[config.mk]
export PLATFORM = sky130hd
export DESIGN_NAME = unigate_core_flat
export DESIGN_NICKNAME = d
export VERILOG_FILES = /design/src/rtl/unigate_pkg.sv /design/src/rtl/unigate_if.sv /design/src/rtl/unigate_u2.sv /design/src/rtl/unigate_core.sv /design/src/flat_wrapper.sv
export SDC_FILE = /design/constraint.sdc
export NUM_CORES = 1
export LEC_CHECK = 0
export CAP_MARGIN = 20
export CORE_AREA = 2 2 235 237
export DETAILED_ROUTE_END_ITERATION = 16
export DIE_AREA = 0 0 237 239
export GPL_ROUTABILITY_DRIVEN = 0
export PLACE_DENSITY = 0.3
export SYNTH_ARGS = -nofsm -noshare
export SYNTH_HDL_FRONTEND = slang
export SYNTH_HIERARCHICAL = 1
export SYNTH_SLANG_ARGS = --single-unit
[constraint.sdc]
create_clock -name vclk -period 1.85
set_input_delay 0.37 -clock vclk [all_inputs]
set_output_delay 0.37 -clock vclk [all_outputs]
set_load 0.02 [all_outputs]
[src/rtl/unigate_pkg.sv]
// Shared field layout, reference-mode constants and result payload for unigate_core.
package unigate_pkg;

  localparam int unsigned IO_W     = 38;
  localparam int unsigned CELL_LSB = 5;
  localparam int unsigned CELL_W   = 27;
  localparam int unsigned RES_LSB  = 32;
  localparam int unsigned RES_W    = 6;

  // Cell fields of c, MSB of each field is letter g
  localparam int unsigned U21_LSB = 0;
  localparam int unsigned U21_W   = 4;
  localparam int unsigned U31_LSB = 4;
  localparam int unsigned U31_W   = 6;
  localparam int unsigned U41_LSB = 10;
  localparam int unsigned U41_W   = 10;
  localparam int unsigned U22_LSB = 20;
  localparam int unsigned U22_W   = 6;
  localparam int unsigned MUX_BIT = 26;

  // Reference-mode decode
  localparam int unsigned REF_MODE_BIT = 26;
  localparam logic [3:0]  REF_MAGIC    = 4'b0011;
  localparam int unsigned SEL_LSB      = 4;
  localparam int unsigned SEL_W        = 2;
  localparam int unsigned FUNC_LSB     = 6;
  localparam int unsigned FUNC_W       = 16;
  localparam int unsigned PIN_LSB      = 22;
  localparam int unsigned PIN_W        = 4;

  typedef enum logic [1:0] {
    SEL_U21 = 2'd0,
    SEL_U31 = 2'd1,
    SEL_U41 = 2'd2,
    SEL_U22 = 2'd3
  } ref_sel_e;

  typedef struct packed {
    logic mux;
    logic u22_1;
    logic u22_0;
    logic u41;
    logic u31;
    logic u21;
  } result_t;

  function automatic logic is_ref_mode(input logic [CELL_W-1:0] c);
    return c[REF_MODE_BIT] && (c[U21_LSB +: U21_W] == REF_MAGIC);
  endfunction

endpackage

[src/rtl/unigate_if.sv]
// Pad/bus bundle of the Caravel user-project wrapper seen by unigate_core.
interface unigate_if;
  logic         wbs_stb_i;
  logic         wbs_cyc_i;
  logic         wbs_we_i;
  logic [3:0]   wbs_sel_i;
  logic [31:0]  wbs_dat_i;
  logic [31:0]  wbs_adr_i;
  logic         wbs_ack_o;
  logic [31:0]  wbs_dat_o;
  logic [127:0] la_data_in;
  logic [127:0] la_oenb;
  logic [127:0] la_data_out;
  logic [37:0]  io_in;
  logic [37:0]  io_out;
  logic [37:0]  io_oeb;
  logic [2:0]   irq;

  modport master (
    output wbs_stb_i, wbs_cyc_i, wbs_we_i, wbs_sel_i, wbs_dat_i, wbs_adr_i,
    output la_data_in, la_oenb, io_in,
    input  wbs_ack_o, wbs_dat_o, la_data_out, io_out, io_oeb, irq
  );

  modport slave (
    input  wbs_stb_i, wbs_cyc_i, wbs_we_i, wbs_sel_i, wbs_dat_i, wbs_adr_i,
    input  la_data_in, la_oenb, io_in,
    output wbs_ack_o, wbs_dat_o, la_data_out, io_out, io_oeb, irq
  );
endinterface

[src/rtl/unigate_u2.sv]
// Primitive U2 cell: g selects between h^j and i^j.
module unigate_u2 (
  input  logic g,
  input  logic h,
  input  logic i,
  input  logic j,
  output logic y_c
);
  assign y_c = g ? (h ^ j) : (i ^ j);
endmodule

[src/rtl/unigate_core.sv]
// Configurable gate-cell bank with truth-table reference mode on the GPIO pads.
// Define UNIGATE_OUTREG_EN to register io_out[37:32] on wb_clk_i.
module unigate_core
  import unigate_pkg::*;
(
  input logic      wb_clk_i,
  input logic      wb_rst_n,
  unigate_if.slave bus
);

  logic [CELL_W-1:0] c;
  logic [U21_W-1:0]  f21;
  logic [U31_W-1:0]  f31;
  logic [U41_W-1:0]  f41;
  logic [U22_W-1:0]  f22;

  assign c   = bus.io_in[CELL_LSB +: CELL_W];
  assign f21 = c[U21_LSB +: U21_W];
  assign f31 = c[U31_LSB +: U31_W];
  assign f41 = c[U41_LSB +: U41_W];
  assign f22 = c[U22_LSB +: U22_W];

  result_t res_norm;

  // u21 = U2(g,h,i,j)
  unigate_u2 u_u21 (.g(f21[3]), .h(f21[2]), .i(f21[1]), .j(f21[0]), .y_c(res_norm.u21));

  // U3(g..l) = g ? U2(h,i,j,l) : k^l, built as U2(g, inner, k^l, 0)
  logic u31_in;
  unigate_u2 u_u31_in  (.g(f31[4]), .h(f31[3]), .i(f31[2]), .j(f31[0]), .y_c(u31_in));
  unigate_u2 u_u31_sel (.g(f31[5]), .h(u31_in), .i(f31[1] ^ f31[0]), .j(1'b0),
                        .y_c(res_norm.u31));

  // u41 = g ? U3(h,i,j,k,l,p) : U2(m,n,o,p)
  logic u41_u3_in;
  logic u41_u3;
  logic u41_lo;
  unigate_u2 u_u41_u3_in  (.g(f41[7]), .h(f41[6]), .i(f41[5]), .j(f41[0]), .y_c(u41_u3_in));
  unigate_u2 u_u41_u3_sel (.g(f41[8]), .h(u41_u3_in), .i(f41[4] ^ f41[0]), .j(1'b0),
                           .y_c(u41_u3));
  unigate_u2 u_u41_lo     (.g(f41[3]), .h(f41[2]), .i(f41[1]), .j(f41[0]), .y_c(u41_lo));
  unigate_u2 u_u41_sel    (.g(f41[9]), .h(u41_u3), .i(u41_lo), .j(1'b0), .y_c(res_norm.u41));

  // u22 outputs share i and l; the select mux is a U2 with j tied low
  unigate_u2 u_u22_hi (.g(f22[5]), .h(f22[4]), .i(f22[3]), .j(f22[0]), .y_c(res_norm.u22_1));
  unigate_u2 u_u22_lo (.g(f22[2]), .h(f22[1]), .i(f22[3]), .j(f22[0]), .y_c(res_norm.u22_0));
  unigate_u2 u_mux    (.g(c[MUX_BIT]), .h(res_norm.u22_1), .i(res_norm.u22_0), .j(1'b0),
                       .y_c(res_norm.mux));

  // Reference-mode truth-table lookup
  ref_sel_e          ref_sel;
  logic [FUNC_W-1:0] ref_func;
  logic [PIN_W-1:0]  ref_pin;
  logic [RES_W-1:0]  res_ref;
  logic              ref_lo;
  logic              ref_hi;

  assign ref_sel  = ref_sel_e'(c[SEL_LSB +: SEL_W]);
  assign ref_func = c[FUNC_LSB +: FUNC_W];
  assign ref_pin  = c[PIN_LSB +: PIN_W];
  assign ref_lo   = ref_func[{2'b00, ref_pin[1:0]}];
  assign ref_hi   = ref_func[{2'b01, ref_pin[1:0]}];

  always_comb begin
    res_ref = '0;
    unique case (ref_sel)
      SEL_U21: res_ref[0] = ref_lo;
      SEL_U31: res_ref[1] = ref_func[{1'b0, ref_pin[2:0]}];
      SEL_U41: res_ref[2] = ref_func[ref_pin];
      SEL_U22: begin
        res_ref[3] = ref_lo;
        res_ref[4] = ref_hi;
        res_ref[5] = ref_pin[2] ? ref_hi : ref_lo;
      end
      default: res_ref = '0;
    endcase
  end

  logic [RES_W-1:0] r_c;
  logic [RES_W-1:0] r_pad;

  assign r_c = is_ref_mode(c) ? res_ref : RES_W'(res_norm);

`ifdef UNIGATE_OUTREG_EN
  logic [RES_W-1:0] r_q;

  always_ff @(posedge wb_clk_i or negedge wb_rst_n) begin
    if (!wb_rst_n) r_q <= '0;
    else           r_q <= r_c;
  end

  assign r_pad = r_q;
`else
  assign r_pad = r_c;
`endif

  assign bus.io_out      = {r_pad, 32'h0000_0000};
  assign bus.io_oeb      = {{RES_W{1'b0}}, 32'hFFFF_FFFF};
  assign bus.wbs_ack_o   = 1'b0;
  assign bus.wbs_dat_o   = '0;
  assign bus.la_data_out = '0;
  assign bus.irq         = '0;

  // Ignored inputs folded into one sink
  logic unused_ok;
  assign unused_ok = ^{bus.wbs_stb_i, bus.wbs_cyc_i, bus.wbs_we_i, bus.wbs_sel_i,
                       bus.wbs_dat_i, bus.wbs_adr_i, bus.la_data_in, bus.la_oenb,
                       bus.io_in[IO_W-1:CELL_LSB+CELL_W], bus.io_in[CELL_LSB-1:0]
`ifndef UNIGATE_OUTREG_EN
                       , wb_clk_i, wb_rst_n
`endif
                      };

endmodule

[src/flat_wrapper.sv]
// flat-port wrapper written by rule: the top's interface ports become plain ports
module unigate_core_flat import unigate_pkg::*;
  (wb_clk_i, wb_rst_n, bus_wbs_stb_i, bus_wbs_cyc_i, bus_wbs_we_i, bus_wbs_sel_i, bus_wbs_dat_i, bus_wbs_adr_i, bus_la_data_in, bus_la_oenb, bus_io_in, bus_wbs_ack_o, bus_wbs_dat_o, bus_la_data_out, bus_io_out, bus_io_oeb, bus_irq);
  unigate_if bus_i ();
  input logic wb_clk_i;
  input logic wb_rst_n;
  input wire logic [$bits(bus_i.wbs_stb_i)-1:0] bus_wbs_stb_i;
  input wire logic [$bits(bus_i.wbs_cyc_i)-1:0] bus_wbs_cyc_i;
  input wire logic [$bits(bus_i.wbs_we_i)-1:0] bus_wbs_we_i;
  input wire logic [$bits(bus_i.wbs_sel_i)-1:0] bus_wbs_sel_i;
  input wire logic [$bits(bus_i.wbs_dat_i)-1:0] bus_wbs_dat_i;
  input wire logic [$bits(bus_i.wbs_adr_i)-1:0] bus_wbs_adr_i;
  input wire logic [$bits(bus_i.la_data_in)-1:0] bus_la_data_in;
  input wire logic [$bits(bus_i.la_oenb)-1:0] bus_la_oenb;
  input wire logic [$bits(bus_i.io_in)-1:0] bus_io_in;
  output wire logic [$bits(bus_i.wbs_ack_o)-1:0] bus_wbs_ack_o;
  output wire logic [$bits(bus_i.wbs_dat_o)-1:0] bus_wbs_dat_o;
  output wire logic [$bits(bus_i.la_data_out)-1:0] bus_la_data_out;
  output wire logic [$bits(bus_i.io_out)-1:0] bus_io_out;
  output wire logic [$bits(bus_i.io_oeb)-1:0] bus_io_oeb;
  output wire logic [$bits(bus_i.irq)-1:0] bus_irq;
  assign bus_i.wbs_stb_i = bus_wbs_stb_i;
  assign bus_i.wbs_cyc_i = bus_wbs_cyc_i;
  assign bus_i.wbs_we_i = bus_wbs_we_i;
  assign bus_i.wbs_sel_i = bus_wbs_sel_i;
  assign bus_i.wbs_dat_i = bus_wbs_dat_i;
  assign bus_i.wbs_adr_i = bus_wbs_adr_i;
  assign bus_i.la_data_in = bus_la_data_in;
  assign bus_i.la_oenb = bus_la_oenb;
  assign bus_i.io_in = bus_io_in;
  assign bus_wbs_ack_o = bus_i.wbs_ack_o;
  assign bus_wbs_dat_o = bus_i.wbs_dat_o;
  assign bus_la_data_out = bus_i.la_data_out;
  assign bus_io_out = bus_i.io_out;
  assign bus_io_oeb = bus_i.io_oeb;
  assign bus_irq = bus_i.irq;
  unigate_core u_core (.wb_clk_i(wb_clk_i), .wb_rst_n(wb_rst_n), .bus(bus_i));
endmodule
==> results.py <==
metrics = {
    "status": {
        "outcome": "complete, but fails checks",
        "violations": "negative setup slack",
    },
    "timing": {
        "final_hold_viol_count": 0,
        "drv_slew": 0,
        "period_share": 1.09,
        "max_freq_mhz": 494,
        "setup_tns_ns": -0.374,
        "hold_ws_ns": 1.32,
        "setup_ws_ns": -0.173,
        "rsz0062_at_grt": "true",
        "setup_viol": 6,
        "fin_crit_ns": 2.02,
    },
    "route": {
        "totalWireLength_um": 4540,
        "ant_nets": 0,
        "drc_errors": 0,
        "drt-pass1-iter-count": 4,
        "first_iter_violations": 8,
        "drt-vias-per-instance": 1.21,
        "routed-via-count": 1287,
        "wl_per_cell_um": 4.26,
    },
    "floorplanning": {
        "io_pins": 607,
        "die_w_um": 237,
        "die_area_mm2": 0.0566,
        "core_region_area_mm2": 0.0543,
        "fp.dieH_um": 239,
        "placementRows": 86,
        "start_util": 0.0429,
    },
    "logic_synthesis": {
        "syn_inst": 299,
        "syn_area_mm2": 0.00233,
        "avgSynthCellArea_um2": 7.79,
        "synth_warnings": 6,
        "ys_types": 22,
        "ys_seq_area_frac": 0,
    },
    "global_routing": {
        "grt_max_degree": 6,
        "grt_pass1_wl_um": 5330,
        "grt_pass1_vias": 834,
        "antenna_found_initial": 0,
        "grt-ovfl-total": 0,
        "grt_use_total": 0.0127,
    },
    "place": {
        "port_buffers": 33,
        "post-place-ws_ns": -1.08,
        "dp_hpwl_um": 4310,
    },
    "critical_path": {
        "worst-path-max-fanout": 2,
        "critPathCaptureType": "output pin",
        "startpoint_type": "input port",
        "critical_path_class": "input port to output pin",
        "crit_arrival_ns": 1.65,
        "crit_required_ns": 1.48,
    },
    "layout": {
        "filler_cell_count": 6376,
        "fin_nets": 734,
        "num_antenna_cells": 0,
        "areaGrowthSynthToFinish_pct": 31.7,
        "regArea_um2": 0,
        "final_cell_mix": "238 x conb_1, 20 x buf_4, 16 x buf_6, 10 x buf_2",
        "final_common_cell": "conb_1",
        "drive_gt1_frac": 0.233,
        "numSequentialCells": 0,
        "clkbuf_count": 0,
    },
    "power": {
        "powerDensity_mw_per_mm2": 292,
        "ir_drop_mv": 0.101,
        "p_leak_uw": 0.00138,
    },
    "clock_network": {
        "cts_hold_buf": 0,
    },
    "run": {
        "drv_cap": 0,
    },
    "hold_path": {
        "hp-class": "input port to output pin",
    },
}
## layout make-up
cell class | count | area [um2] | area share
multi-input combinational | 292 | 1530 | 0.500
tap | 704 | 881 | 0.287
timing repair buffer | 63 | 632 | 0.206
inverter | 6 | 22.5 | 0.00734
## cells by family after synthesis
group,Yosys count,synth area share
compound gates,7,0.0204
xor+xnor,11,0.0414
fa+ha+maj,4,0.0215
buf+inv,243,0.775
mux,18,0.112
other cells,2,0.00322
simple gates,14,0.0269
## cell usage after synthesis, types with 2 or more instances
| cell | count | share of area |
|---|---|---|
| buf_4 | 234 | 0.75 |
| xnor2_1 | 10 | 0.038 |
| conb_1 | 2 | 0.0032 |
| ha_1 | 4 | 0.021 |
| inv_1 | 6 | 0.0097 |
| mux4_2 | 4 | 0.039 |
| o21ai_0 | 3 | 0.0064 |
| nor4_1 | 2 | 0.0054 |
| mux2i_1 | 11 | 0.047 |
| o31ai_1 | 2 | 0.0064 |
| nor2_1 | 2 | 0.0032 |
| buf_6 | 2 | 0.0097 |
| nand2_1 | 8 | 0.013 |
## critical path, stage by stage
cell and delay, ns:
clkdlybuf4s15_1 0.21, mux4_2 0.47, nor2_1 0.11, nor4_1 0.06, a211o_1 0.29, buf_6 0.14
## where the power goes
part	switching, uW	internal [uW]	total (uW)
sequential	0	0	0
clock	0	0	0
combinational	630	266	896
## path summary, 6_finish.rpt
check	endpoint	start	slack (ns)	depth (start not counted)
setup / recovery	bus_io_out[34]	bus_io_in[23]	-0.17	6
hold / removal	bus_io_out[34]	bus_io_in[30]	1.32	4
## routing by layer
layer,vias to the layer above,global-route usage,share of wire
met4,0,0,0
met2,147,0.0160,0.37
li1,587,-,-
met1,553,0.0213,0.49
met5,-,0,0
met3,0,0.00381,0.14
## through the flow
stage          instance area [um2]  std cells  utilization  total power, uW
2_1_floorplan                 3220        535            -              946
3_3_place_gp                  2890       1063       0.0532              854
6_report                      3070       1065       0.0565              896
3_5_place_dp                  2890       1063       0.0532              855
5_1_grt                       3070       1065       0.0565              969
4_1_cts                       3050       1065       0.0562              899
## what timing repair did
action / 4_1_cts / 5_1_grt
setup buffers: 5 / 0
pin swaps: 19 / 11
cloned: 1 / 0
endpoints found under the setup margin: 6 / 6
gates resized for setup: 152 / 8
Power figures use the tool's default switching activity.
